==> src/rtl/iob_pbus_cmd_master_pkg.sv <==
// Shared types and defaults for the pbus command master.
// State encodings, parameter defaults, timeout error data.
package iob_pbus_cmd_master_pkg;

  typedef enum logic [1:0] {
    ST_IDLE   = 2'd0,
    ST_REQ    = 2'd1,
    ST_WAIT_R = 2'd2,
    ST_RSP    = 2'd3
  } state_t;

  localparam int ADDR_W_DEF          = 32;
  localparam int DATA_W_DEF          = 32;
  localparam int FIFO_DEPTH_LOG2_DEF = 2;
  localparam int TIMEOUT_W_DEF       = 16;

  localparam logic [63:0] TMO_RDATA = '1;

endpackage

==> src/rtl/iob_pbus_cmd_master_if.sv <==
// Command, response and IOB signals of the pbus master.
// master = the block itself, slave = host/IOB side.
interface iob_pbus_cmd_master_if
  import iob_pbus_cmd_master_pkg::*;
#(
  parameter int ADDR_W = ADDR_W_DEF,
  parameter int DATA_W = DATA_W_DEF
);
  logic                cmd_valid_i;
  logic                cmd_ready_o;
  logic                cmd_we_i;
  logic [ADDR_W-1:0]   cmd_addr_i;
  logic [DATA_W-1:0]   cmd_wdata_i;
  logic [DATA_W/8-1:0] cmd_wstrb_i;
  logic                rsp_valid_o;
  logic                rsp_ready_i;
  logic [DATA_W-1:0]   rsp_rdata_o;
  logic                rsp_err_o;
  logic                iob_valid_o;
  logic [ADDR_W-1:0]   iob_addr_o;
  logic [DATA_W-1:0]   iob_wdata_o;
  logic [DATA_W/8-1:0] iob_wstrb_o;
  logic                iob_ready_i;
  logic                iob_rvalid_i;
  logic [DATA_W-1:0]   iob_rdata_i;
  logic                busy_o;

  modport master (
    input  cmd_valid_i, cmd_we_i,
    input  cmd_addr_i, cmd_wdata_i,
    input  cmd_wstrb_i, rsp_ready_i,
    input  iob_ready_i, iob_rvalid_i,
    input  iob_rdata_i,
    output cmd_ready_o, rsp_valid_o,
    output rsp_rdata_o, rsp_err_o,
    output iob_valid_o, iob_addr_o,
    output iob_wdata_o, iob_wstrb_o,
    output busy_o
  );

  modport slave (
    output cmd_valid_i, cmd_we_i,
    output cmd_addr_i, cmd_wdata_i,
    output cmd_wstrb_i, rsp_ready_i,
    output iob_ready_i, iob_rvalid_i,
    output iob_rdata_i,
    input  cmd_ready_o, rsp_valid_o,
    input  rsp_rdata_o, rsp_err_o,
    input  iob_valid_o, iob_addr_o,
    input  iob_wdata_o, iob_wstrb_o,
    input  busy_o
  );
endinterface

==> src/rtl/iob_pbus_cmd_master_fifo.sv <==
// Command FIFO: {we, addr, wdata, wstrb} entries.
// Push is refused when full, pop when empty.
module iob_pbus_cmd_fifo #(
  parameter int W  = 69,
  parameter int DL = 2
) (
  input  logic         clk_i,
  input  logic         arst_n_i,
  input  logic         cke_i,
  input  logic         push_i,
  input  logic         pop_i,
  input  logic [W-1:0] data_i,
  output logic [W-1:0] data_o,
  output logic         full_o,
  output logic         empty_o,
  output logic [DL:0]  count_o
);
  localparam logic [DL:0] DEPTH = (DL+1)'(1 << DL);

  logic [W-1:0]  r_mem [1 << DL];
  logic [DL-1:0] r_wptr;
  logic [DL-1:0] r_rptr;
  logic [DL:0]   r_cnt;
  logic          w_push;
  logic          w_pop;

  assign w_push  = push_i & ~full_o;
  assign w_pop   = pop_i & ~empty_o;
  assign full_o  = (r_cnt == DEPTH);
  assign empty_o = (r_cnt == '0);
  assign count_o = r_cnt;
  assign data_o  = r_mem[r_rptr];

  // pointers and occupancy; push+pop keeps count
  always_ff @(posedge clk_i or negedge arst_n_i) begin
    if (!arst_n_i) begin
      r_wptr <= '0;
      r_rptr <= '0;
      r_cnt  <= '0;
    end else if (cke_i) begin
      if (w_push) r_wptr <= r_wptr + 1'b1;
      if (w_pop)  r_rptr <= r_rptr + 1'b1;
      unique case ({w_push, w_pop})
        2'b10:   r_cnt <= r_cnt + 1'b1;
        2'b01:   r_cnt <= r_cnt - 1'b1;
        default: r_cnt <= r_cnt;
      endcase
    end
  end

  // entry storage, no reset needed
  always_ff @(posedge clk_i) begin
    if (cke_i && w_push) r_mem[r_wptr] <= data_i;
  end
endmodule

==> src/rtl/iob_pbus_cmd_master.sv <==
// pbus command master: FIFO -> single IOB txn -> response.
// Optional timeout: IOB_PBUS_CMD_MASTER_TIMEOUT_EN.
module iob_pbus_cmd_master
  import iob_pbus_cmd_master_pkg::*;
#(
  parameter int ADDR_W          = ADDR_W_DEF,
  parameter int DATA_W          = DATA_W_DEF,
  parameter int FIFO_DEPTH_LOG2 = FIFO_DEPTH_LOG2_DEF,
  parameter int TIMEOUT_W       = TIMEOUT_W_DEF
) (
  input  logic clk_i,
  input  logic arst_n_i,
  input  logic cke_i,
  iob_pbus_cmd_master_if.master bus
);
  localparam int SW = DATA_W / 8;
  localparam int FW = 1 + ADDR_W + DATA_W + SW;

  state_t              r_state;
  state_t              w_state_nxt;
  logic                r_we;
  logic [ADDR_W-1:0]   r_addr;
  logic [DATA_W-1:0]   r_wdata;
  logic [SW-1:0]       r_wstrb;
  logic                r_iob_valid;
  logic [DATA_W-1:0]   r_rdata;
  logic [FW-1:0]       w_fifo_d;
  logic [FW-1:0]       w_fifo_q;
  logic                w_full;
  logic                w_empty;
  logic [FIFO_DEPTH_LOG2:0] w_count;
  logic                w_pop;
  logic                w_fin;
  logic                w_zero;
  logic                w_cap;
  logic                w_tmo;
  logic                w_ack;
  logic                w_tmo_hit;

  assign w_fifo_d = {bus.cmd_we_i,
                     bus.cmd_addr_i,
                     bus.cmd_wdata_i,
                     bus.cmd_we_i ? bus.cmd_wstrb_i
                                  : SW'(0)};

  iob_pbus_cmd_fifo #(
    .W  (FW),
    .DL (FIFO_DEPTH_LOG2)
  ) u_fifo (
    .clk_i    (clk_i),
    .arst_n_i (arst_n_i),
    .cke_i    (cke_i),
    .push_i   (bus.cmd_valid_i),
    .pop_i    (w_pop),
    .data_i   (w_fifo_d),
    .data_o   (w_fifo_q),
    .full_o   (w_full),
    .empty_o  (w_empty),
    .count_o  (w_count)
  );

`ifdef IOB_PBUS_CMD_MASTER_TIMEOUT_EN
  logic [TIMEOUT_W-1:0] r_tmo;
  logic                 r_err;

  assign w_tmo_hit = (r_tmo == '1);

  // timeout counter: clear on issue, count while waiting
  always_ff @(posedge clk_i or negedge arst_n_i) begin
    if (!arst_n_i) begin
      r_tmo <= '0;
    end else if (cke_i) begin
      if (w_pop)
        r_tmo <= '0;
      else if (r_state == ST_REQ || r_state == ST_WAIT_R)
        r_tmo <= r_tmo + 1'b1;
    end
  end

  // error flag lives until the response is taken
  always_ff @(posedge clk_i or negedge arst_n_i) begin
    if (!arst_n_i)   r_err <= 1'b0;
    else if (cke_i) begin
      if (w_tmo)      r_err <= 1'b1;
      else if (w_ack) r_err <= 1'b0;
    end
  end

  assign bus.rsp_err_o = r_err;
`else
  assign w_tmo_hit     = 1'b0;
  assign bus.rsp_err_o = 1'b0;
`endif

  // state register
  always_ff @(posedge clk_i or negedge arst_n_i) begin
    if (!arst_n_i)   r_state <= ST_IDLE;
    else if (cke_i)  r_state <= w_state_nxt;
  end

  // next state and per-cycle control strobes
  always_comb begin
    w_state_nxt = r_state;
    w_pop  = 1'b0;
    w_fin  = 1'b0;
    w_zero = 1'b0;
    w_cap  = 1'b0;
    w_tmo  = 1'b0;
    w_ack  = 1'b0;
    unique case (r_state)
      ST_IDLE: begin
        if (!w_empty) begin
          w_pop       = 1'b1;
          w_state_nxt = ST_REQ;
        end
      end
      ST_REQ: begin
        if (bus.iob_ready_i) begin
          w_fin = 1'b1;
          if (r_we) begin
            w_zero      = 1'b1;
            w_state_nxt = ST_RSP;
          end else if (bus.iob_rvalid_i) begin
            w_cap       = 1'b1;
            w_state_nxt = ST_RSP;
          end else begin
            w_state_nxt = ST_WAIT_R;
          end
        end else if (w_tmo_hit) begin
          w_tmo       = 1'b1;
          w_state_nxt = ST_RSP;
        end
      end
      ST_WAIT_R: begin
        if (bus.iob_rvalid_i) begin
          w_cap       = 1'b1;
          w_state_nxt = ST_RSP;
        end else if (w_tmo_hit) begin
          w_tmo       = 1'b1;
          w_state_nxt = ST_RSP;
        end
      end
      ST_RSP: begin
        if (bus.rsp_ready_i) begin
          w_ack       = 1'b1;
          w_state_nxt = ST_IDLE;
        end
      end
      default: w_state_nxt = ST_IDLE;
    endcase
  end

  // request fields, IOB valid and response data
  always_ff @(posedge clk_i or negedge arst_n_i) begin
    if (!arst_n_i) begin
      r_we        <= 1'b0;
      r_addr      <= '0;
      r_wdata     <= '0;
      r_wstrb     <= '0;
      r_iob_valid <= 1'b0;
      r_rdata     <= '0;
    end else if (cke_i) begin
      if (w_pop) begin
        {r_we, r_addr, r_wdata, r_wstrb} <= w_fifo_q;
      end
      unique case (1'b1)
        w_pop:         r_iob_valid <= 1'b1;
        w_fin | w_tmo: r_iob_valid <= 1'b0;
        default:       r_iob_valid <= r_iob_valid;
      endcase
      unique case (1'b1)
        w_zero:  r_rdata <= '0;
        w_cap:   r_rdata <= bus.iob_rdata_i;
        w_tmo:   r_rdata <= TMO_RDATA[DATA_W-1:0];
        default: r_rdata <= r_rdata;
      endcase
    end
  end

  assign bus.cmd_ready_o = ~w_full;
  assign bus.iob_valid_o = r_iob_valid;
  assign bus.iob_addr_o  = r_addr;
  assign bus.iob_wdata_o = r_wdata;
  assign bus.iob_wstrb_o = r_wstrb;
  assign bus.rsp_valid_o = (r_state == ST_RSP);
  assign bus.rsp_rdata_o = r_rdata;
  assign bus.busy_o      = (r_state != ST_IDLE)
                         | (w_count != '0);
endmodule

==> src/flat_wrapper.sv <==
// flat-port wrapper written by rule: the top's interface ports become plain ports
module iob_pbus_cmd_master_flat import iob_pbus_cmd_master_pkg::*;
#(
  parameter int ADDR_W          = ADDR_W_DEF,
  parameter int DATA_W          = DATA_W_DEF,
  parameter int FIFO_DEPTH_LOG2 = FIFO_DEPTH_LOG2_DEF,
  parameter int TIMEOUT_W       = TIMEOUT_W_DEF
)
  (clk_i, arst_n_i, cke_i, bus_cmd_valid_i, bus_cmd_we_i, bus_cmd_addr_i, bus_cmd_wdata_i, bus_cmd_wstrb_i, bus_rsp_ready_i, bus_iob_ready_i, bus_iob_rvalid_i, bus_iob_rdata_i, bus_cmd_ready_o, bus_rsp_valid_o, bus_rsp_rdata_o, bus_rsp_err_o, bus_iob_valid_o, bus_iob_addr_o, bus_iob_wdata_o, bus_iob_wstrb_o, bus_busy_o);
  iob_pbus_cmd_master_if #(.ADDR_W(ADDR_W), .DATA_W(DATA_W)) bus_i ();
  input  logic clk_i;
  input  logic arst_n_i;
  input  logic cke_i;
  input wire logic [$bits(bus_i.cmd_valid_i)-1:0] bus_cmd_valid_i;
  input wire logic [$bits(bus_i.cmd_we_i)-1:0] bus_cmd_we_i;
  input wire logic [$bits(bus_i.cmd_addr_i)-1:0] bus_cmd_addr_i;
  input wire logic [$bits(bus_i.cmd_wdata_i)-1:0] bus_cmd_wdata_i;
  input wire logic [$bits(bus_i.cmd_wstrb_i)-1:0] bus_cmd_wstrb_i;
  input wire logic [$bits(bus_i.rsp_ready_i)-1:0] bus_rsp_ready_i;
  input wire logic [$bits(bus_i.iob_ready_i)-1:0] bus_iob_ready_i;
  input wire logic [$bits(bus_i.iob_rvalid_i)-1:0] bus_iob_rvalid_i;
  input wire logic [$bits(bus_i.iob_rdata_i)-1:0] bus_iob_rdata_i;
  output wire logic [$bits(bus_i.cmd_ready_o)-1:0] bus_cmd_ready_o;
  output wire logic [$bits(bus_i.rsp_valid_o)-1:0] bus_rsp_valid_o;
  output wire logic [$bits(bus_i.rsp_rdata_o)-1:0] bus_rsp_rdata_o;
  output wire logic [$bits(bus_i.rsp_err_o)-1:0] bus_rsp_err_o;
  output wire logic [$bits(bus_i.iob_valid_o)-1:0] bus_iob_valid_o;
  output wire logic [$bits(bus_i.iob_addr_o)-1:0] bus_iob_addr_o;
  output wire logic [$bits(bus_i.iob_wdata_o)-1:0] bus_iob_wdata_o;
  output wire logic [$bits(bus_i.iob_wstrb_o)-1:0] bus_iob_wstrb_o;
  output wire logic [$bits(bus_i.busy_o)-1:0] bus_busy_o;
  assign bus_i.cmd_valid_i = bus_cmd_valid_i;
  assign bus_i.cmd_we_i = bus_cmd_we_i;
  assign bus_i.cmd_addr_i = bus_cmd_addr_i;
  assign bus_i.cmd_wdata_i = bus_cmd_wdata_i;
  assign bus_i.cmd_wstrb_i = bus_cmd_wstrb_i;
  assign bus_i.rsp_ready_i = bus_rsp_ready_i;
  assign bus_i.iob_ready_i = bus_iob_ready_i;
  assign bus_i.iob_rvalid_i = bus_iob_rvalid_i;
  assign bus_i.iob_rdata_i = bus_iob_rdata_i;
  assign bus_cmd_ready_o = bus_i.cmd_ready_o;
  assign bus_rsp_valid_o = bus_i.rsp_valid_o;
  assign bus_rsp_rdata_o = bus_i.rsp_rdata_o;
  assign bus_rsp_err_o = bus_i.rsp_err_o;
  assign bus_iob_valid_o = bus_i.iob_valid_o;
  assign bus_iob_addr_o = bus_i.iob_addr_o;
  assign bus_iob_wdata_o = bus_i.iob_wdata_o;
  assign bus_iob_wstrb_o = bus_i.iob_wstrb_o;
  assign bus_busy_o = bus_i.busy_o;
  iob_pbus_cmd_master #(.ADDR_W(ADDR_W), .DATA_W(DATA_W), .FIFO_DEPTH_LOG2(FIFO_DEPTH_LOG2), .TIMEOUT_W(TIMEOUT_W)) u_core (.clk_i(clk_i), .arst_n_i(arst_n_i), .cke_i(cke_i), .bus(bus_i));
endmodule
==> config.mk <==
export PLATFORM = sky130hd
export DESIGN_NAME = iob_pbus_cmd_master_flat
export DESIGN_NICKNAME = d
export VERILOG_FILES = /design/src/rtl/iob_pbus_cmd_master_pkg.sv /design/src/rtl/iob_pbus_cmd_master_if.sv /design/src/rtl/iob_pbus_cmd_master_fifo.sv /design/src/rtl/iob_pbus_cmd_master.sv /design/src/flat_wrapper.sv
export SDC_FILE = /design/constraint.sdc
export NUM_CORES = 1
export LEC_CHECK = 0
export CAP_MARGIN = 20
export CORE_MARGIN = 10
export CORE_UTILIZATION = 46
export DETAILED_ROUTE_END_ITERATION = 7
export DONT_BUFFER_PORTS = 1
export PLACE_DENSITY = 0.7
export REMOVE_ABC_BUFFERS = 1
export SKIP_LAST_GASP = 1
export SLEW_MARGIN = 30
export SYNTH_ARGS = -nofsm -noshare
export SYNTH_HDL_FRONTEND = slang
export SYNTH_SLANG_ARGS = --single-unit
==> constraint.sdc <==
create_clock -name clk_i -period 4.8 [get_ports clk_i]
set_input_delay 0.96 -clock clk_i [delete_from_list [all_inputs] [get_ports clk_i]]
set_output_delay 0.96 -clock clk_i [all_outputs]
set_load 0.05 [all_outputs]
==> results.json <==
{
  "fin_crit_sh_pct": 56.18,
  "netlist_instances": 655,
  "io_pins": 213,
  "wl_per_cell_um": 25.36,
  "finalNonFillerCells": 1107,
  "synth.distinct_cells": 33,
  "powerDensity_nw_per_um2": 719.6,
  "post_cts_buffers": 0,
  "dp_hpwl_mm": 17.35,
  "drc_errors": 0,
  "n_fill_cell": 2381,
  "hold_violations": 0,
  "grt_pass1_vias": 6857,
  "routed-via-count": 6165,
  "dp.cells": 1032,
  "gp_congestion": 0.7744,
  "syn_to_final_growth_pct": 12.06,
  "clock-root-buffer": "clkbuf_16",
  "hold_ws_ns": 0.1431,
  "cts_tree": "built",
  "layout-drive-gt1-share_pct": 30.97,
  "final_antenna_net_count": 0,
  "h-tree-depth": 2,
  "critical_path_required_ns": 3.84,
  "end_kind": "output port",
  "numPortBuffers": 0,
  "p_seq_share_pct": 54.5,
  "p_int_uw": 7568,
  "clockPowerShare_pct": 25.8,
  "critPathArrivalTime_ns": 1.74,
  "fp.dieW_um": 198.7,
  "vias_per_cell": 5.569,
  "tightest_slew_ns": 0.6206,
  "grt_pass1_wl_mm": 42.95,
  "grt_overflow": 0,
  "skew_ns": 0.01774,
  "die-area_um2": 39460,
  "cts_hold_buf": 0,
  "syn_area_per_cell_um2": 22.41,
  "grt_max_degree": 112,
  "wirelength_mm": 28.07,
  "p_sw_uw": 4270,
  "final_common_cell": "edfxtp_1",
  "syn_area_um2": 14680,
  "cts.repair.resized": 0,
  "power_frac_comb_pct": 19.7,
  "core_area_um2": 31560,
  "status": "completed",
  "crit_fanout": 5,
  "cts_inserted_buffers": 40,
  "first_pass_iters": 4,
  "clk_pin_slew_ns": 0.06,
  "layout.nets": 792,
  "clk_path_buf_depth": 3,
  "final_cell_mix": "edfxtp_1, dfrtp_1, mux4_2",
  "p_leak_uw": 0.005840,
  "num_rows": 65,
  "critical_path_class": "flop to output port",
  "holdCritPathClass": "primary input to asynchronous set/reset pin",
  "setup_viol": 0,
  "tns_ns": 0,
  "relSlewSlack_pct": 58.63,
  "antenna_found_initial": 1,
  "clock_latency_ns": 0.52,
  "period_needed_ns": 2.697,
  "slew_violations": 0,
  "grt_usage_pct": 14.22,
  "ys_warn_count": 0,
  "max_freq_ghz": 0.3708,
  "start_util_pct": 46.53,
  "power.share.switching_pct": 36.07,
  "drt_iter0_drc": 319,
  "cp-start-kind": "flop",
  "ys_seq_elements": 387,
  "cap_violations": 0,
  "ir_drop_uv": 408.4,
  "dieHeight_um": 198.7,
  "ys_seq_area_share_pct": 75.37,
  "cts.sinks": 387,
  "rsz0062_at_grt": "no"
}
-- path summary, 6_finish.rpt --
path	startpoint	end	slack [ns]	cells past startpoint
worst max-delay path	u_core.r_state[0]$_DFFE_PN0P_	bus_busy_o	2.10	3
worst min-delay path	arst_n_i	u_core.bus.iob_wdata_o[11]$_DFFE_PN0P_	0.14	0
worst max register to register	u_core.u_fifo.count_o[0]$_DFFE_PN0P_	u_core.u_fifo.r_mem[0][24]$_DFFE_PP_	2.26	5
worst min register to register	u_core.u_fifo.count_o[2]$_DFFE_PN0P_	u_core.u_fifo.count_o[2]$_DFFE_PN0P_	0.52	1
max in group asynchronous	arst_n_i	u_core.bus.iob_wdata_o[29]$_DFFE_PN0P_	4.48	0
min in group clk_i	u_core.u_fifo.count_o[2]$_DFFE_PN0P_	u_core.u_fifo.count_o[2]$_DFFE_PN0P_	0.52	1
-- critical path, cell delays in order (launching register included) --
cell and delay, ns:
dfrtp_1 0.42, inv_1 0.15, ha_1 0.21, nand3b_1 0.46
-- synth_stat cells (all sizes together) --
master / instances / area, um^2
and2: 9 / 58.81
a22o: 32 / 280.3
nand3: 1 / 5.000
and4: 1 / 8.760
buf: 21 / 240.2
xnor2: 3 / 26.28
ha: 10 / 125.1
edfxtp: 276 / 8288
o22ai: 1 / 6.260
clkbuf: 12 / 45.04
fa: 1 / 20.02
nand3b: 1 / 7.510
a21oi: 1 / 5.000
nand2: 6 / 22.52
nor3b: 1 / 7.510
mux4: 69 / 1554
o21ai: 5 / 25.02
a32o: 1 / 10.01
a31oi: 1 / 6.260
xor2: 3 / 26.28
o31a: 1 / 8.760
nor2: 3 / 11.26
nand2b: 1 / 6.260
conb: 1 / 3.750
mux2: 72 / 1062
dfrtp: 111 / 2778
inv: 10 / 37.54
and3: 1 / 6.260
-- power by group through the flow --
stage               clock network, uW  registers [uW]  logic (uW)
floorplan                           0            6420        1840
global placement                    0            6680        2070
global route                     3280            6570        2530
detailed placement                  0            6620        2250
CTS                              3130            6560        2270
finish                           3060            6450        2330
-- through the flow --
step,utilization [%],power [uW],worst slack [ns],instance area (um^2)
3_5_place_dp,47.80,8872,2.245,15080
2_1_floorplan,-,8262,0.9840,14400
6_report,52.14,11840,2.103,16450
3_3_place_gp,47.38,8743,2.152,14950
5_1_grt,52.14,12370,2.003,16450
4_1_cts,52.02,11960,2.060,16420
-- area by class of cell --
| class | count | area [um^2] | share of cell area (%) |
|---|---|---|---|
| sequential | 387 | 11070 | 67.31 |
| multi-input combinational | 225 | 3309 | 20.12 |
| clock buffer | 59 | 1165 | 7.080 |
| tap | 402 | 503.0 | 3.057 |
| timing repair buffer | 9 | 192.7 | 1.171 |
| clock inverter | 14 | 168.9 | 1.027 |
| inverter | 10 | 37.54 | 0.2282 |
| antenna | 1 | 2.502 | 0.01521 |
-- state kept, by name, indices dropped and copies added (netlist names) --
| register | cells |
|---|---|
| u_core.u_fifo.r_wptr | 2 |
| u_core.bus.iob_addr_o | 32 |
| u_core.u_fifo.r_rptr | 2 |
| u_core.u_fifo.count_o | 3 |
| u_core.bus.iob_wstrb_o | 4 |
| u_core.bus.iob_valid_o | 1 |
| u_core.bus.rsp_rdata_o | 32 |
| u_core.r_we | 1 |
| u_core.u_fifo.r_mem | 276 |
| u_core.bus.iob_wdata_o | 32 |
| u_core.r_state | 2 |
-- logic make-up after synthesis --
group	synth area share [%]
AO/OA/AOI/OAI	2.327
XOR/XNOR	0.3580
adder cells (fa/ha/maj)	0.9886
buffers and inverters	2.199
flip-flops	75.37
multiplexers	17.82
other	0.02554
AND/OR/NAND/NOR	0.9120
-- per-layer routing --
metal / track usage (%) / vias up / share of wire, %
met1: 16.87 / 3249 / 38
met3: 6.860 / 38 / 12
met2: 22.96 / 215 / 48
li1: - / 2663 / -
met5: 0 / - / 0
met4: 3.306 / 0 / 1.7
Note: power is estimated with default switching activity, not from simulation.
==> patch 1 (config.mk and constraints unchanged) <==
Change the package constant `FIFO_DEPTH_LOG2_DEF` from 2 to 3.
--- a/src/rtl/iob_pbus_cmd_master_pkg.sv
+++ b/src/rtl/iob_pbus_cmd_master_pkg.sv
@@ -11,7 +11,7 @@
 
   localparam int ADDR_W_DEF          = 32;
   localparam int DATA_W_DEF          = 32;
-  localparam int FIFO_DEPTH_LOG2_DEF = 2;
+  localparam int FIFO_DEPTH_LOG2_DEF = 3;
   localparam int TIMEOUT_W_DEF       = 16;
 
   localparam logic [63:0] TMO_RDATA = '1;
Formal check against the unedited RTL: not equivalent (a bounded check fails within 10 cycles, from zero or initial values and one cycle with arst_n_i low).
==> patch 1 against the original RTL <==
  * Setup slack got worse by 170 ps
  * Sequential power rose by 40%
  * Worst hold slack worse by 82 ps
  * Cell count grew 110%
  * Routed wire length increased by 91%
  * Non-clock buffer count is 16 higher
  * Critical path depth shrank 1
  * Count of clock-buffer cells in the layout increased by 27
  * Synthesized area grew 74%
  * Sequential cell count grew 279
  * Power rose by 53%
  * Cell area is 74% higher
  * Via count grew 110%
  * First-iteration DRC count increased to 3.0 times the old value
  * Critical endpoint unchanged
  * Largest cell class unchanged
  * Highest routed layer unchanged
==> patch 1: results <==
[clocking]
h-tree-depth = 3
clock_sinks = 666
insertion_delay_ps = 600
cts-buffers-inserted = 66

[pwr]
cellLeakagePower_nw = 10.6
ir_worst_vdd_uv = 343

[layout]
nets = 1679
final.fill_count = 4372

[critical_path]
r2r-start = u_core.u_fifo.count_o[1]
crit_slowest_cell = dfrtp_1
crit_path_max_fanout = 9

[global_route]
grt_max_degree = 115
grt_pass1_vias = 13360
globalRouteMet3Util_pct = 5.41
grt_antenna_before_repair = 4
grt_usage_pct = 16.1
grt_pass1_wl_mm = 82.0

[place]
place.gp.congestion = 0.801
dpl.hpwl_mm = 30.4
dpl-instance-area_um2 = 26400
pre_cts_slack_ps = 2030

[logic_synthesis]
synth.cells.most_frequent = edfxtp_1 (552), mux2i_1 (276), nand2_1 (153), a22oi_1 (138), dfrtp_1 (114)
synth_area_leaders = edfxtp_1 (65%), dfrtp_1 (11%), mux2i_1 (11%)
synth_cell_type_count = 37
synth_seq_area_share_pct = 75.9

[run_status]
status = finished, final reports clean

[detailed_routing]
drt_first_pass_iters = 5
routed_via_density = 5.47
patch 1: path summary, 6_finish.rpt:
| kind | to | slack, ps | cells past startpoint |
|---|---|---|---|
| max | bus_busy_o | 1930 | 2 |
| min | u_core.bus.rsp_rdata_o[30] | 60 | 0 |
| max reg2reg | u_core.u_fifo.r_mem[2][59] | 2100 | 4 |
| min reg2reg | u_core.u_fifo.count_o[3] | 530 | 1 |
| max in group asynchronous | u_core.bus.iob_addr_o[4] | 4540 | 0 |
| min in group clk_i | u_core.u_fifo.r_mem[4][21] | 450 | 0 |
patch 1: final cells by class:
class	instances	area (um^2)	area share [%]
diodes	3	7.51	0.0262
clock buffers	86	1820	6.33
clock inverters	33	415	1.45
inverters	35	131	0.458
multi-input cells	767	5670	19.7
flip-flops and latches	666	19400	67.7
well taps	748	936	3.26
repair buffers	25	300	1.05
patch 1: cell families (layout without fill, tap and decap cells):
kind of cell               after synthesis  after routing  share of synthesized area, %
other                                    1              4                        0.0147
and+or+nand+nor                        287            287                          5.02
xor gates and xnor gates                 9              9                         0.308
muxes                                  278            278                          10.9
DFF                                    666            666                          75.9
buffers and inverters                  124            179                          2.36
adders and majority gates               10             10                         0.489
AOI/OAI and AO/OA                      182            182                          5.02
patch 1: per-stage QoR:
| step | hold slack (ps) | std cells | utilization [%] | TNS, ps |
|---|---|---|---|---|
| global placement | 504 | 2236 | 47.8 | 0 |
| floorplan | 477 | 1468 | - | -1050760 |
| CTS | 15.1 | 2357 | 52.0 | 0 |
| detailed placement | 513 | 2238 | 47.9 | 0 |
| finish | 60.8 | 2363 | 52.1 | 0 |
| global route | 34.7 | 2360 | 52.1 | 0 |
patch 1: power breakdown:
group	switching [W]	internal (W)
clock network	0.00212	0.00317
logic	0.00228	0.00151
registers	0.00195	0.00705
total	0.00635	0.0117
patch 1: layer usage:
layer / part of all wire [%] / up-vias
met1: 41 / 6532
met3: 8.6 / 68
met4: 2.2 / 0
met5: 0 / -
li1: - / 5958
met2: 48 / 367
patch 1: critical path, delay by kind of cell, from the launching register on:
| family | cells | cell delay [ps] |
|---|---|---|
| flip-flops | 1 | 470 |
| AND/OR/NAND/NOR | 2 | 840 |
==> patch 2 (config.mk and constraints unchanged) <==
Made on the original files. The 4 states of `state_t` get a one-hot encoding in 4 bits.
--- a/src/rtl/iob_pbus_cmd_master_pkg.sv
+++ b/src/rtl/iob_pbus_cmd_master_pkg.sv
@@ -2,11 +2,11 @@
 // State encodings, parameter defaults, timeout error data.
 package iob_pbus_cmd_master_pkg;
 
-  typedef enum logic [1:0] {
-    ST_IDLE   = 2'd0,
-    ST_REQ    = 2'd1,
-    ST_WAIT_R = 2'd2,
-    ST_RSP    = 2'd3
+  typedef enum logic [3:0] {
+    ST_IDLE   = 4'b0001,
+    ST_REQ    = 4'b0010,
+    ST_WAIT_R = 4'b0100,
+    ST_RSP    = 4'b1000
   } state_t;
 
   localparam int ADDR_W_DEF          = 32;
Behaviour: no difference found for any inputs over 4 cycles, from zero or initial values and one cycle with arst_n_i low; so few cycles prove little.
==> patch 2 against the original RTL <==
  * Routed wire length is 4.5% higher
  * Synthesized area is 2.4% higher
  * Synthesized cell count is 13% higher
  * Cell area is 3.0% higher
  * Maximum frequency is 8.2% lower
  * Setup slack worse by 240 ps
  * Power is 2.6% higher
  * Sequential cell count is 2 higher
==> patch 2: results <==
[run_status]
status = finished, final reports clean

[detailed_routing]
drtIter0Drc = 322
vias = 6649
routed_via_density = 5.39
m1WireLength_mm = 11.7
wl_met3_mm = 3.13
post_drt_wl_per_cell_um = 23.8

[layout]
nets = 872
drive_gt1_share_pct = 28.6

[critical_path]
crit_path_max_fanout = 15
crit_slowest_cell = dfrtp_1
reg2reg_depth = 4
r2r_slack_ps = 2140
reg2reg_to = u_core.u_fifo.r_mem[3][59]
slowest_delay_ps = 560
r2r-start = u_core.u_fifo.count_o[2]
startpoint = u_core.r_state[1]

[logic_synthesis]
syn_area_per_cell_um2 = 20.3
yosys.area.top_type_share_pct = 55.1
synth.cells.most_frequent = edfxtp_1 (276), dfrtp_1 (112), inv_1 (71), mux4_2 (69), mux2_4 (67)
synth_area_leaders = edfxtp_1 (55%), dfrtp_1 (19%), mux4_2 (10%)

[global_route]
globalRouteMet3Util_pct = 6.60
grt_pass1_wl_mm = 45.8
grt_usage_pct = 14.5
grt.met2_usage_pct = 23.1

[place]
place.gp.congestion = 0.788
dpl-instance-area_um2 = 15500

[timing]
worstMarginPinSlew_ps = 907
hold_slack_ps = 123
finalCriticalPeriod_ps = 2940
finalClockSkew_ps = 21.0

[pwr]
pg_seq_w = 0.00659
powerComb_w = 0.00228
-- patch 2: cell types whose count changed in the layout (fill, tap and decap cells not counted), sizes merged, moves of 4 or more --
cell / before / now
a22o: 32 / 0
clkinv: 7 / 14
bufinv: 3 / 7
inv: 11 / 73
ha: 10 / 5
clkbuf: 59 / 53
o32ai: 0 / 33
nor4b: 0 / 5
buf: 9 / 15
-- patch 2: cells by family after synthesis --
group,count (synthesis),synth area share [%]
xor gates and xnor gates,7,0.408
AOI/OAI and AO/OA,43,2.37
adders and majority gates,6,0.549
DFF,389,73.9
muxes,139,17.3
other,1,0.0249
and+or+nand+nor,44,1.84
buffers and inverters,110,3.62
-- patch 2: cell type report --
class	instances	area, um^2
Tap cell	442	553
Fill cell	2526	15400
Clock buffer	53	1100
Multi-Input combinational cell	240	3420
Inverter	71	267
Timing Repair Buffer	15	170
Sequential cell	389	11100
Clock inverter	23	315
